File: src/rtl/gpio_in_cond.sv
// GPIO input conditioning: 2-flop synchroniser, per-pin debounce, edge capture
// into sticky W1C status with a level interrupt, configured over APB.
module gpio_in_cond #(
  parameter int GPIO_WIDTH = 4,
  parameter int CNT_WIDTH  = 16
) (
  input  logic                  clk,
  input  logic                  resetn,
  input  logic [15:0]           paddr,
  input  logic                  pwrite,
  input  logic                  psel,
  input  logic                  penable,
  output logic [31:0]           prdata,
  input  logic [31:0]           pwdata,
  input  logic [GPIO_WIDTH-1:0] pad_in,
  output logic [GPIO_WIDTH-1:0] gpi,
  output logic                  irq
);

  localparam logic [2:0] A_DEBOUNCE = 3'd0;
  localparam logic [2:0] A_RISE_EN  = 3'd1;
  localparam logic [2:0] A_FALL_EN  = 3'd2;
  localparam logic [2:0] A_STATUS   = 3'd3;
  localparam logic [2:0] A_LEVEL    = 3'd4;

  logic [CNT_WIDTH-1:0]  debounce_q, debounce_d;
  logic [GPIO_WIDTH-1:0] rise_en_q, rise_en_d;
  logic [GPIO_WIDTH-1:0] fall_en_q, fall_en_d;
  logic [GPIO_WIDTH-1:0] status_q, status_d;

  logic [GPIO_WIDTH-1:0] s1_q, s2_q;
  logic [GPIO_WIDTH-1:0] stb_q, stb_d;
  logic [CNT_WIDTH-1:0]  cnt_q [GPIO_WIDTH];
  logic [CNT_WIDTH-1:0]  cnt_d [GPIO_WIDTH];

  logic                  wr_en;
  logic [2:0]            wr_sel;
  logic [GPIO_WIDTH-1:0] edge_set;
  logic [GPIO_WIDTH-1:0] w1c_mask;
  logic                  unused_bits;

  assign wr_en  = psel & penable & pwrite;
  assign wr_sel = paddr[4:2];

  // Only word offsets 0x00-0x1C are decoded; the rest of the bus is ignored.
  assign unused_bits = ^{paddr[15:5], paddr[1:0], pwdata};

  always_comb begin
    for (int i = 0; i < GPIO_WIDTH; i++) begin
      stb_d[i] = stb_q[i];
      cnt_d[i] = cnt_q[i];
      if (s2_q[i] == stb_q[i]) begin
        cnt_d[i] = '0;
      end else if (cnt_q[i] >= debounce_q) begin
        stb_d[i] = s2_q[i];
        cnt_d[i] = '0;
      end else begin
        cnt_d[i] = cnt_q[i] + CNT_WIDTH'(1);
      end
    end
  end

  assign edge_set = (stb_d & ~stb_q & rise_en_q) | (~stb_d & stb_q & fall_en_q);

  always_comb begin
    debounce_d = debounce_q;
    rise_en_d  = rise_en_q;
    fall_en_d  = fall_en_q;
    w1c_mask   = '0;
    if (wr_en) begin
      case (wr_sel)
        A_DEBOUNCE: debounce_d = pwdata[CNT_WIDTH-1:0];
        A_RISE_EN:  rise_en_d  = pwdata[GPIO_WIDTH-1:0];
        A_FALL_EN:  fall_en_d  = pwdata[GPIO_WIDTH-1:0];
        A_STATUS:   w1c_mask   = pwdata[GPIO_WIDTH-1:0];
        default:    ;
      endcase
    end
    // A new edge in the same cycle as a W1C keeps the bit set.
    status_d = (status_q & ~w1c_mask) | edge_set;
  end

  always_ff @(posedge clk or negedge resetn) begin
    if (!resetn) begin
      s1_q       <= '0;
      s2_q       <= '0;
      stb_q      <= '0;
      debounce_q <= '0;
      rise_en_q  <= '0;
      fall_en_q  <= '0;
      status_q   <= '0;
      for (int i = 0; i < GPIO_WIDTH; i++) cnt_q[i] <= '0;
    end else begin
      s1_q       <= pad_in;
      s2_q       <= s1_q;
      stb_q      <= stb_d;
      debounce_q <= debounce_d;
      rise_en_q  <= rise_en_d;
      fall_en_q  <= fall_en_d;
      status_q   <= status_d;
      for (int i = 0; i < GPIO_WIDTH; i++) cnt_q[i] <= cnt_d[i];
    end
  end

  always_comb begin
    prdata = '0;
    if (psel) begin
      case (paddr[4:2])
        A_DEBOUNCE: prdata = 32'(debounce_q);
        A_RISE_EN:  prdata = 32'(rise_en_q);
        A_FALL_EN:  prdata = 32'(fall_en_q);
        A_STATUS:   prdata = 32'(status_q);
        A_LEVEL:    prdata = 32'(stb_q);
        default:    prdata = '0;
      endcase
    end
  end

  assign gpi = stb_q;
  assign irq = |status_q;

endmodule

File: config.mk
export PLATFORM = sky130hd
export DESIGN_NAME = gpio_in_cond
export DESIGN_NICKNAME = d
export VERILOG_FILES = /design/src/rtl/gpio_in_cond.sv
export SDC_FILE = /design/constraint.sdc
export NUM_CORES = 1
export LEC_CHECK = 0
export CAP_MARGIN = 20
export CORE_MARGIN = 1
export CORE_UTILIZATION = 41
export DETAILED_ROUTE_END_ITERATION = 10
export GPL_TIMING_DRIVEN = 0
export PLACE_DENSITY = 0.71
export SETUP_SLACK_MARGIN = 0.02
export SLEW_MARGIN = 30
export SYNTH_ARGS = -nofsm -noshare
export SYNTH_HDL_FRONTEND = slang
export SYNTH_SLANG_ARGS = --single-unit
File: constraint.sdc
create_clock -name clk -period 2.65 [get_ports clk]
set_clock_uncertainty 0.2 [all_clocks]
set_input_delay 0.795 -clock clk [delete_from_list [all_inputs] [get_ports clk]]
set_output_delay 0.795 -clock clk [all_outputs]
set_load 0.02 [all_outputs]
==> metrics.csv, run 1 <==
stage;metric;value;unit
floorplanning;fp.dieArea;15700;um2
synthesis;post-synth-top-count-cell;sky130_fd_sc_hd__dfrtp_1;
route;remaining_drc_errors;0;
global_route;antenna_violations_before_repair;0;
min_path;hold_wc_path_type;primary input to asynchronous set/reset pin;
floorplanning;num_rows;44;
place;place.detailed.hpwl;10900;um
synthesis;ys_types;46;
route;routed-via-count;4870;
global_route;grt_start_max_net_pins;73;
global_route;first_global_vias;5052;
setup_path;timing.critical_path.to_type;output port;
cells_and_area;num-nets-final;840;
timing;fin_crit;2.84;ns
floorplanning;core;14700;um2
cts;insertion_delay;0.37;ns
synthesis;synth-warning-count;0;
cts;cts_clock_pin_slew_for_the_worst_setup_and_hold_paths;0.07;ns
route;sum_of_routed_wire_length_over_all_layers;15400;um
run_status;violations_in_the_final_reports;negative setup slack;
timing;max_freq;352;MHz
synthesis;synth_sequential_area_ratio;0.417;
route;route.antenna.remaining_nets;0;
global_route;grt_overflow;0;
pwr;vdd_ir_drop_max;0.343;mV
floorplanning;number_of_i_o_pins;94;
place;replace_congestion;0.850;
setup_path;crit_required;1.66;ns
synthesis;synthDominantAreaCellType;sky130_fd_sc_hd__dfrtp_1;
cts;cts.sinks;104;
setup_path;critical_path.cell_chain;buf_8 -> clkbuf_16 -> mux2_4 -> a22oi_2 -> o22ai_1 -> and2_4 -> buf_6;
route;first_iter_violations;228;
synthesis;avgSynthCellArea;10.0;um2
global_route;wire_length_of_the_first_global_routing_pass;24400;um
synthesis;synth_commonest_cells;sky130_fd_sc_hd__dfrtp_1 (104), sky130_fd_sc_hd__nor2_1 (85), sky130_fd_sc_hd__ha_1 (68);
cts;cts_tree;done;
place;port_buffers;48;
setup_path;crit_slowest_cell;sky130_fd_sc_hd__mux2_4;
run_status;outcome;complete, but fails checks;
cells_and_area;insertedDiodeCount;0;
timing;fin_crit_sh;1.07;
cts;clock-root-buffer;sky130_fd_sc_hd__clkbuf_16;
timing;final-setup-viol-count;16;
setup_path;worst_path_largest_cell_delay;0.30;ns
cells_and_area;layoutNonFillerInstCount;904;
setup_path;setup.worst_path.class;primary input to output port;
synthesis;ys_top_cells_by_area;sky130_fd_sc_hd__dfrtp_1 (42%), sky130_fd_sc_hd__ha_1 (14%), sky130_fd_sc_hd__mux2_2 (5.4%), sky130_fd_sc_hd__xor2_1 (5.3%), sky130_fd_sc_hd__nor2_1 (5.1%);
timing;timing.final.ws_setup;-0.187;ns
global_route;grt_use_total;0.200;
synthesis;netlist_instances;624;
route;drt-vias-per-instance;5.39;
setup_path;reg2regPathDepth;7;
setup_path;timing.critical_path.arrival;1.84;ns
timing;relSlewSlack;0.487;
route;drtPass1Iterations;6;
setup_path;cp_max_fo;8;
synthesis;synth_area;6240;um2
synthesis;synth_enable_flop_cells;0;
floorplanning;die_w;125;um
timing;transition_time_at_the_pin_with_the_least_slew_margin;0.764;ns
route;route.detailed.wl_per_inst;17.1;um
setup_path;critical_path_cell_count;7;
timing;grt_setup_unrepaired;true;
cts;cts-buffers-inserted;9;
timing;tns;-1.55;ns
pwr;cellPowerDensity;669;nW/um2
pwr;total_leakage_power;3.62;nW
setup_path;critical_path_buf_inv_count;3;
cts;htreeDepth;3;
timing;slew_violations;0;
timing;final_hold_viol_count;0;
floorplanning;fp.dieH;125;um
setup_path;critPathTopFamily;buffers and inverters;
place;numPlacedInstances;872;
cells_and_area;post_route_cells_drive_above_1_share;0.214;
setup_path;critical_path.startpoint_type;primary input;
synthesis;ys_dominant_reg_cell;sky130_fd_sc_hd__dfrtp_1;
synthesis;synth_seq_cells;104;
synthesis;synth_top_area_share;0.417;
flow_run;drv_cap;0;
synthesis;async_flop_share;1.00;
cells_and_area;area.growth.synth_to_final;23.2;%
floorplanning;initial_core_util;0.424;
cts;max-clock-path-buffers;2;
## worst reg2reg max path, delay by kind of cell (launching register included)
family                   cells  cell delay [ns]
buffers and inverters        1             0.17
multiplexers                 1             0.33
adder cells (fa/ha/maj)      1             0.36
AND/OR/NAND/NOR              4             1.02
flip-flops                   1             0.39
## cells by family (layout without fill, tap and decap cells)
kind of cell             after synthesis  in the layout  synth area share
AO/OA/AOI/OAI                         63             63            0.0666
AND/OR/NAND/NOR                      247            247             0.196
multiplexers                          32             32            0.0576
flip-flops                           104            104             0.417
XOR/XNOR                              60             60            0.0843
other                                  1             16          0.000601
adder cells (fa/ha/maj)               68             68             0.136
buffers and inverters                 49            130            0.0411
## state kept, by name (all words and copies together) (netlist names)
name        flops
gpi             4
rise_en_q       4
s2_q            4
debounce_q     16
cnt_q          64
fall_en_q       4
s1_q            4
status_q        4
## through the flow
| stage | instance area (um2) | hold WS (ns) | utilization | power [mW] | worst slack (ns) |
|---|---|---|---|---|---|
| global route | 7680 | 0.144 | 0.523 | 5.41 | -0.216 |
| global placement | 7040 | 0.136 | 0.479 | 3.45 | -3.31 |
| CTS | 7530 | 0.122 | 0.512 | 5.03 | -0.181 |
| finish | 7680 | 0.109 | 0.523 | 5.14 | -0.187 |
| detailed placement | 7070 | 0.135 | 0.481 | 3.52 | -1.48 |
| floorplan | 6330 | 0.131 | - | 2.95 | 0.00272 |
## layout by cell type, fill, tap and decap left out, drive strengths merged, types with 3 or more instances in the layout
master / count
nand3: 33
inv: 24
nor2: 85
and3: 18
a22o: 4
and2: 19
ha: 68
xnor2: 22
buf: 56
a22oi: 6
nand2: 44
nand3b: 4
a2111oi: 3
nand2b: 5
clkbuf: 17
and4: 5
a21oi: 18
o21a: 5
clkdlybuf4s50: 26
clkinv: 3
dfrtp: 104
xor2: 38
o211ai: 3
o21ai: 11
nand4: 18
nor3: 9
mux2: 31
conb: 16
o22ai: 3
## path summary, 6_finish.rpt
check,startpoint,to,slack [ns]
setup / recovery,paddr[2],prdata[1],-0.19
hold / removal,resetn,debounce_q[7]$_DFFE_PN0P_,0.11
setup reg to reg,debounce_q[2]$_DFFE_PN0P_,gpi[3]$_DFF_PN0_,0.07
hold reg to reg,s1_q[2]$_DFF_PN0_,s2_q[2]$_DFF_PN0_,0.15
max in group asynchronous,resetn,debounce_q[9]$_DFFE_PN0P_,1.47
min in group clk,s1_q[2]$_DFF_PN0_,s2_q[2]$_DFF_PN0_,0.15
## report_power, final
part / switching (mW) / total, mW / internal (mW)
registers: 0.256 / 2.04 / 1.79
clock network: 0.618 / 1.47 / 0.849
logic: 0.887 / 1.63 / 0.743
total: 1.76 / 5.14 / 3.38
## area by class of cell
type                            count  area (um2)
Fill cell                        1252        7020
Timing Repair Buffer               65         612
Tap cell                          184         230
Buffer                             25         215
Multi-Input combinational cell    486        3610
Inverter                           24        92.6
Clock inverter                      6        82.6
Clock buffer                       10         239
Sequential cell                   104        2610
## repair_timing
| action | CTS | global route |
|---|---|---|
| endpoints found under the hold margin | 0 | 0 |
| buffers inserted | 6 | 9 |
| endpoints found under the setup margin | 45 | 59 |
| pin swaps | 9 | 9 |
| hold buffers | 0 | 0 |
| cloned | 1 | 0 |
| resized for setup | 134 | 25 |
## routing by layer
metal	GRT usage	part of all wire	vias to the layer above	wire length, um
met1	0.232	0.41	2394	6410
met5	0	0	-	0
li1	-	-	2335	-
met3	0.0304	0.038	35	579
met4	0.106	0.035	0	537
met2	0.357	0.51	106	7910
No activity file was read; power rests on OpenSTA's default activity.
==> run 2: changes to the inputs <==
--- a/config.mk
+++ b/config.mk
@@ -5,9 +5,10 @@
 export SDC_FILE = /design/constraint.sdc
 export NUM_CORES = 1
 export LEC_CHECK = 0
-export CAP_MARGIN = 20
+export CAP_MARGIN = 5
 export CORE_MARGIN = 1
 export CORE_UTILIZATION = 41
+export CTS_CLUSTER_DIAMETER = 80
 export DETAILED_ROUTE_END_ITERATION = 10
 export GPL_TIMING_DRIVEN = 0
 export PLACE_DENSITY = 0.71
@@ -16,3 +17,4 @@
 export SYNTH_ARGS = -nofsm -noshare
 export SYNTH_HDL_FRONTEND = slang
 export SYNTH_SLANG_ARGS = --single-unit
+export TNS_END_PERCENT = 20
==> run 2 against run 1 <==
Compared with the run above: the run still ends with negative setup slack left; clock power barely moved; non-clock buffer count fell by 4; setup slack got worse by 0.011 ns; final area fell by 0.47%; sequential power barely moved; combinational power fell by 5%; largest power group unchanged.
==> metrics.csv, run 2 (synthesized netlist as in run 1, its figures left out) <==
stage;metric;value;unit
cts;cts_clock_pin_slew_for_the_worst_setup_and_hold_paths;0.06;ns
cts;htreeDepth;3;
timing;fin_crit_sh;1.07;
cells_and_area;most-common-layout-cells;sky130_fd_sc_hd__dfrtp_1 (103), sky130_fd_sc_hd__nor2_1 (83), sky130_fd_sc_hd__ha_1 (68);
route;wl_met2;7430;um
place;place.detailed.hpwl;10800;um
setup_path;reg2regPathDepth;7;
cells_and_area;number_of_flip_flops_under_the_largest_register_name;64;
timing;max_freq;351;MHz
cells_and_area;insertedDiodeCount;0;
pwr;cellPowerDensity;664;nW/um2
route;drt-vias-per-instance;5.37;
timing;relSlewSlack;0.535;
setup_path;setup.worst_path.class;primary input to output port;
cells_and_area;area.growth.synth_to_final;22.6;%
setup_path;crit_required;1.66;ns
route;top_signal_layer_used;met4;
place;numPlacedInstances;872;
cells_and_area;num-nets-final;836;
route;met3_wirelength;406;um
route;drtPass1Iterations;6;
setup_path;critical_path.cell_chain;buf_8 -> buf_8 -> buf_6 -> buf_6 -> mux2i_1 -> nand2_1 -> o311ai_2 -> a21boi_1 -> buf_4;
timing;final_hold_viol_count;0;
cells_and_area;regMostFlops;cnt_q;
min_path;min_delay_path_depth;0;
route;route.detailed.wl_per_inst;16.6;um
cts;max-clock-path-buffers;2;
floorplanning;fp.dieArea;15700;um2
global_route;grt_overflow;0;
cts;insertion_delay;0.36;ns
timing;final-setup-viol-count;8;
timing;grt_setup_unrepaired;true;
floorplanning;number_of_i_o_pins;94;
cells_and_area;ff_latch_area;2600;um2
cells_and_area;layoutNonFillerInstCount;900;
setup_path;crit_slowest_cell;sky130_fd_sc_hd__buf_4;
setup_path;critical_path_buf_inv_count;5;
timing;transition_time_at_the_pin_with_the_least_slew_margin;0.693;ns
setup_path;worst_path_largest_cell_delay;0.16;ns
cells_and_area;multi_input_area;3540;um2
floorplanning;die_w;125;um
floorplanning;num_rows;44;
global_route;grt_start_max_net_pins;55;
cts;cts-hold-fix-buffers;0;
route;routed-via-count;4830;
setup_path;timing.critical_path.to_type;output port;
floorplanning;fp.dieH;125;um
timing;tns;-0.918;ns
flow_run;drv_cap;0;
global_route;wire_length_of_the_first_global_routing_pass;24200;um
place;replace_congestion;0.848;
cts;cts.sinks;104;
floorplanning;initial_core_util;0.424;
setup_path;critical_path_cell_count;9;
run_status;outcome;complete, but fails checks;
timing;timing.final.ws_setup;-0.198;ns
pwr;vdd_ir_drop_max;0.390;mV
run_status;violations_in_the_final_reports;negative setup slack;
cts;cts-buffers-inserted;9;
place;port_buffers;48;
cells_and_area;post_route_cells_drive_above_1_share;0.190;
timing;fin_crit;2.85;ns
global_route;antenna_violations_before_repair;0;
route;first_iter_violations;235;
setup_path;cp_max_fo;5;
cells_and_area;final_common_cell;sky130_fd_sc_hd__dfrtp_1;
setup_path;critPathTopFamily;buffers and inverters;
setup_path;timing.critical_path.arrival;1.85;ns
cells_and_area;fillers;1274;
timing;slew_violations;0;
global_route;first_global_vias;4985;
min_path;hold_wc_path_type;register to register;
floorplanning;core;14700;um2
global_route;grt_use_total;0.200;
route;remaining_drc_errors;0;
setup_path;critical_path.startpoint_type;primary input;
cts;clock-root-buffer;sky130_fd_sc_hd__clkbuf_16;
cells_and_area;layout_top_registers;cnt_q: 64 flops, debounce_q: 16 flops;
pwr;total_leakage_power;3.61;nW
cts;cts_tree;done;
route;drt-met1-wl;6520;um
route;route.antenna.remaining_nets;0;
route;sum_of_routed_wire_length_over_all_layers;14900;um
==> run 2: cell count changes in the layout (fill, tap and decap cells not counted), moves of 3 or more <==
cell                       previous run  this run
sky130_fd_sc_hd__and2_4               5        13
sky130_fd_sc_hd__mux2_2              27        30
sky130_fd_sc_hd__mux2_4               3         0
sky130_fd_sc_hd__buf_4               43        28
sky130_fd_sc_hd__clkinv_2             3         0
sky130_fd_sc_hd__and2_2               9         0
sky130_fd_sc_hd__inv_1               15        21
sky130_fd_sc_hd__inv_2                8         3
sky130_fd_sc_hd__buf_6                8        17
==> run 2: metrics by stage <==
step                      hold slack (ns)  setup WS (ns)  total power, mW  area [um2]  utilization
final                               0.148         -0.198             5.07        7650        0.520
after global routing                0.152         -0.248             5.34        7650        0.520
after CTS                           0.150         -0.228             5.04        7590        0.516
after detailed placement            0.136          -1.61             3.52        7070        0.481
after global placement              0.137          -3.27             3.44        7040        0.479
after floorplan                     0.131       -0.00109             2.95        6330            -
==> run 2: worst paths after layout <==
check	startpoint	endpoint	slack, ns
setup / recovery	paddr[2]	prdata[0]	-0.20
setup reg to reg	debounce_q[15]$_DFFE_PN0P_	gpi[3]$_DFF_PN0_	0.06
hold reg to reg	s1_q[0]$_DFF_PN0_	s2_q[0]$_DFF_PN0_	0.15
hold / removal	s1_q[0]$_DFF_PN0_	s2_q[0]$_DFF_PN0_	0.15
max in group asynchronous	resetn	debounce_q[0]$_DFFE_PN0P_	1.43
min in group asynchronous	resetn	cnt_q[33]$_DFF_PN0_	0.18
==> run 2: cell type report <==
type                       count  area share
multi-input combinational    486       0.463
sequential                   104       0.340
timing repair buffer          61      0.0838
clock buffer                  14      0.0358
tap                          184      0.0301
buffer                        25      0.0272
inverter                      24      0.0118
clock inverter                 2     0.00785
==> run 2: report_power, final <==
part           leakage, nW  switching, mW  internal (mW)
clock network        0.163          0.586          0.907
logic                 2.06          0.862          0.683
registers             1.38          0.249           1.79
==> run 2: timing repair <==
item | 4_1_cts | 5_1_grt
pin swaps | 14 | 6
gates cloned | 1 | 0
setup endpoints to repair | 42 | 59
resized for setup | 147 | 17
setup buffers | 8 | 3
==> run 2: worst reg2reg max path: stages, from the launching register on <==
cell	delay, ns
sky130_fd_sc_hd__dfrtp_1	0.40
sky130_fd_sc_hd__inv_2	0.11
sky130_fd_sc_hd__ha_1	0.34
sky130_fd_sc_hd__nand4_1	0.14
sky130_fd_sc_hd__or3_1	0.39
sky130_fd_sc_hd__or4_4	0.45
sky130_fd_sc_hd__nand3_2	0.12
sky130_fd_sc_hd__mux2_1	0.33
==> run 2: routing by layer <==
metal / GRT usage / up-vias
li1: - / 2324
met2: 0.344 / 80
met3: 0.0368 / 41
met1: 0.237 / 2385
met4: 0.105 / 0
met5: 0 / -
==> run 3: changes to the inputs <==
--- a/config.mk
+++ b/config.mk
@@ -11,7 +11,7 @@
 export CTS_CLUSTER_DIAMETER = 80
 export DETAILED_ROUTE_END_ITERATION = 10
 export GPL_TIMING_DRIVEN = 0
-export PLACE_DENSITY = 0.71
+export PLACE_DENSITY_LB_ADDON = 0.05
 export SETUP_SLACK_MARGIN = 0.02
 export SLEW_MARGIN = 30
 export SYNTH_ARGS = -nofsm -noshare
==> run 3 against run 2 <==
Compared with the run above: core utilization decreased by 0.34 points; routed wire length increased by 2.3%; non-clock buffer count decreased by 4; setup slack got worse by 0.047 ns; flip-flop and latch count unchanged; global-route usage increased by 0.86 points; hold slack improved by 0.0025 ns; the run still ends with negative setup slack left; critical path type unchanged; critical path depth decreased by 1; sequential power about the same; cell count decreased by 0.44%; first-iteration DRC count decreased by 17%; register-to-register slack improved by 0.02 ns.
==> metrics.csv, run 3 (synthesized netlist as in run 1, its figures left out) <==
stage;metric;value;unit
run_status;outcome;complete, but fails checks;
run_status;violations_in_the_final_reports;negative setup slack;
cts;cts.sinks;104;
timing;grt_setup_unrepaired;true;
cells_and_area;fillers;1362;
cts;htreeDepth;3;
global_route;wire_length_of_the_first_global_routing_pass;24900;um
setup_path;r2r_start;debounce_q[9]$_DFFE_PN0P_;
timing;max_freq;345;MHz
cts;insertion_delay;0.36;ns
cells_and_area;post_route_cells_drive_above_1_share;0.198;
cts;max-clock-path-buffers;2;
route;route.detailed.wl_per_inst;17.0;um
setup_path;timing.critical_path.to_type;output port;
route;routed-via-count;4685;
cts;cts_clock_pin_slew_for_the_worst_setup_and_hold_paths;0.08;ns
timing;slew_violations;0;
pwr;total_leakage_power;3.57;nW
place;replace_congestion;0.826;
pwr;cellPowerDensity;658;nW/um2
timing;fin_crit;2.90;ns
floorplanning;fp.dieH;125;um
setup_path;crit_required;1.66;ns
setup_path;worst_path_largest_cell_delay;0.24;ns
floorplanning;num_rows;44;
global_route;first_global_vias;4678;
cells_and_area;num-nets-final;832;
cts;cts-buffers-inserted;9;
cts;cts_tree;done;
min_path;hold_wc_path_type;primary input to asynchronous set/reset pin;
floorplanning;die_w;125;um
floorplanning;number_of_i_o_pins;94;
setup_path;crit_slowest_cell;sky130_fd_sc_hd__o311ai_4;
cells_and_area;final_common_cell;sky130_fd_sc_hd__dfrtp_1;
cells_and_area;insertedDiodeCount;0;
floorplanning;initial_core_util;0.424;
route;remaining_drc_errors;0;
setup_path;cp_max_fo;6;
place;place.detailed.hpwl;11100;um
route;first_iter_violations;195;
setup_path;reg2regPathDepth;7;
global_route;grt_start_max_net_pins;60;
place;port_buffers;48;
pwr;vdd_ir_drop_max;0.383;mV
global_route;grt_overflow;0;
timing;transition_time_at_the_pin_with_the_least_slew_margin;0.590;ns
setup_path;reg2reg_setup_slack;0.08;ns
cells_and_area;area.growth.synth_to_final;21.8;%
timing;timing.final.ws_setup;-0.246;ns
route;sum_of_routed_wire_length_over_all_layers;15300;um
setup_path;worst_path_most_repeated_cell;sky130_fd_sc_hd__buf_8;
cells_and_area;multi_input_area;3570;um2
setup_path;setup.worst_path.class;primary input to output port;
timing;final_hold_viol_count;0;
timing;tns;-1.93;ns
route;drt-vias-per-instance;5.23;
timing;relSlewSlack;0.604;
cells_and_area;most-common-layout-cells;sky130_fd_sc_hd__dfrtp_1 (102), sky130_fd_sc_hd__nor2_1 (83), sky130_fd_sc_hd__ha_1 (67);
global_route;antenna_violations_before_repair;0;
cells_and_area;number_of_flip_flops_under_the_largest_register_name;64;
setup_path;critical_path_buf_inv_count;4;
cts;clock-root-buffer;sky130_fd_sc_hd__clkbuf_16;
setup_path;critical_path.startpoint_type;primary input;
route;route.antenna.remaining_nets;0;
setup_path;timing.critical_path.arrival;1.90;ns
setup_path;reg2reg_to;gpi[3]$_DFF_PN0_;
timing;final-setup-viol-count;14;
place;pre_cts_slack;-1.53;ns
cells_and_area;regMostFlops;cnt_q;
floorplanning;core;14700;um2
cells_and_area;ff_latch_area;2610;um2
cells_and_area;layout_top_registers;cnt_q: 64 flops, debounce_q: 16 flops;
route;drtPass1Iterations;6;
setup_path;critPathTopFamily;buffers and inverters;
flow_run;drv_cap;0;
floorplanning;fp.dieArea;15700;um2
cts;cts-hold-fix-buffers;0;
global_route;grt_use_total;0.208;
timing;fin_crit_sh;1.09;
setup_path;critical_path.cell_chain;buf_8 -> buf_8 -> buf_6 -> nor2b_4 -> and2_4 -> o311ai_4 -> a21boi_1 -> buf_4;
[run 3: report_power, final]
group          leakage, nW  switching [mW]  total (mW)  internal (mW)
clock network        0.154           0.664        1.42          0.755
registers             1.38           0.255        2.04           1.79
logic                 2.03           0.864        1.54          0.673
total                 3.57            1.78        5.00           3.22
[run 3: cell type report]
class / count / share of cell area
buffer: 25 / 0.0270
inverter: 24 / 0.0119
tap: 184 / 0.0303
clock buffer: 9 / 0.0296
sequential: 104 / 0.343
clock inverter: 7 / 0.0119
timing repair buffer: 57 / 0.0761
multi-input combinational: 486 / 0.470
[run 3: metrics by stage]
step	power (mW)	utilization	instance area, um2	cells	hold slack (ns)
after global placement	3.49	0.479	7040	871	0.133
after CTS	5.00	0.511	7510	894	0.154
after global routing	5.34	0.517	7600	896	0.154
after detailed placement	3.54	0.481	7070	872	0.135
after floorplan	2.95	-	6330	639	0.131
final	5.00	0.517	7600	896	0.151
[run 3: per-layer routing]
metal / vias to the layer above / routed length (um) / global-route usage
li1: 2316 / - / -
met1: 2284 / 7040 / 0.275
met2: 74 / 7490 / 0.348
met3: 11 / 563 / 0.0466
met4: 0 / 190 / 0.0459
met5: - / 0 / 0
[run 3: how the worst max path moves through the flow]
| stage | from | to | slack (ns) | cells after the start |
|---|---|---|---|---|
| final | paddr[2] | prdata[0] | -0.25 | 8 |
| after global routing | paddr[2] | prdata[0] | -0.27 | 8 |
| after detailed placement | paddr[3] | prdata[8] | -1.53 | 6 |
| after floorplan | paddr[2] | prdata[2] | -0.001 | 5 |
| after CTS | paddr[2] | prdata[0] | -0.25 | 8 |
| after global placement | resetn | cnt_q[53]$_DFF_PN0_ | -3.47 | 1 |
[run 3: timing repair]
item	4_1_cts	5_1_grt
buffers inserted	5	2
gates cloned	1	0
pin swaps	11	7
gates resized for setup	136	27
hold endpoints to repair	0	0
endpoints found under the setup margin	49	59
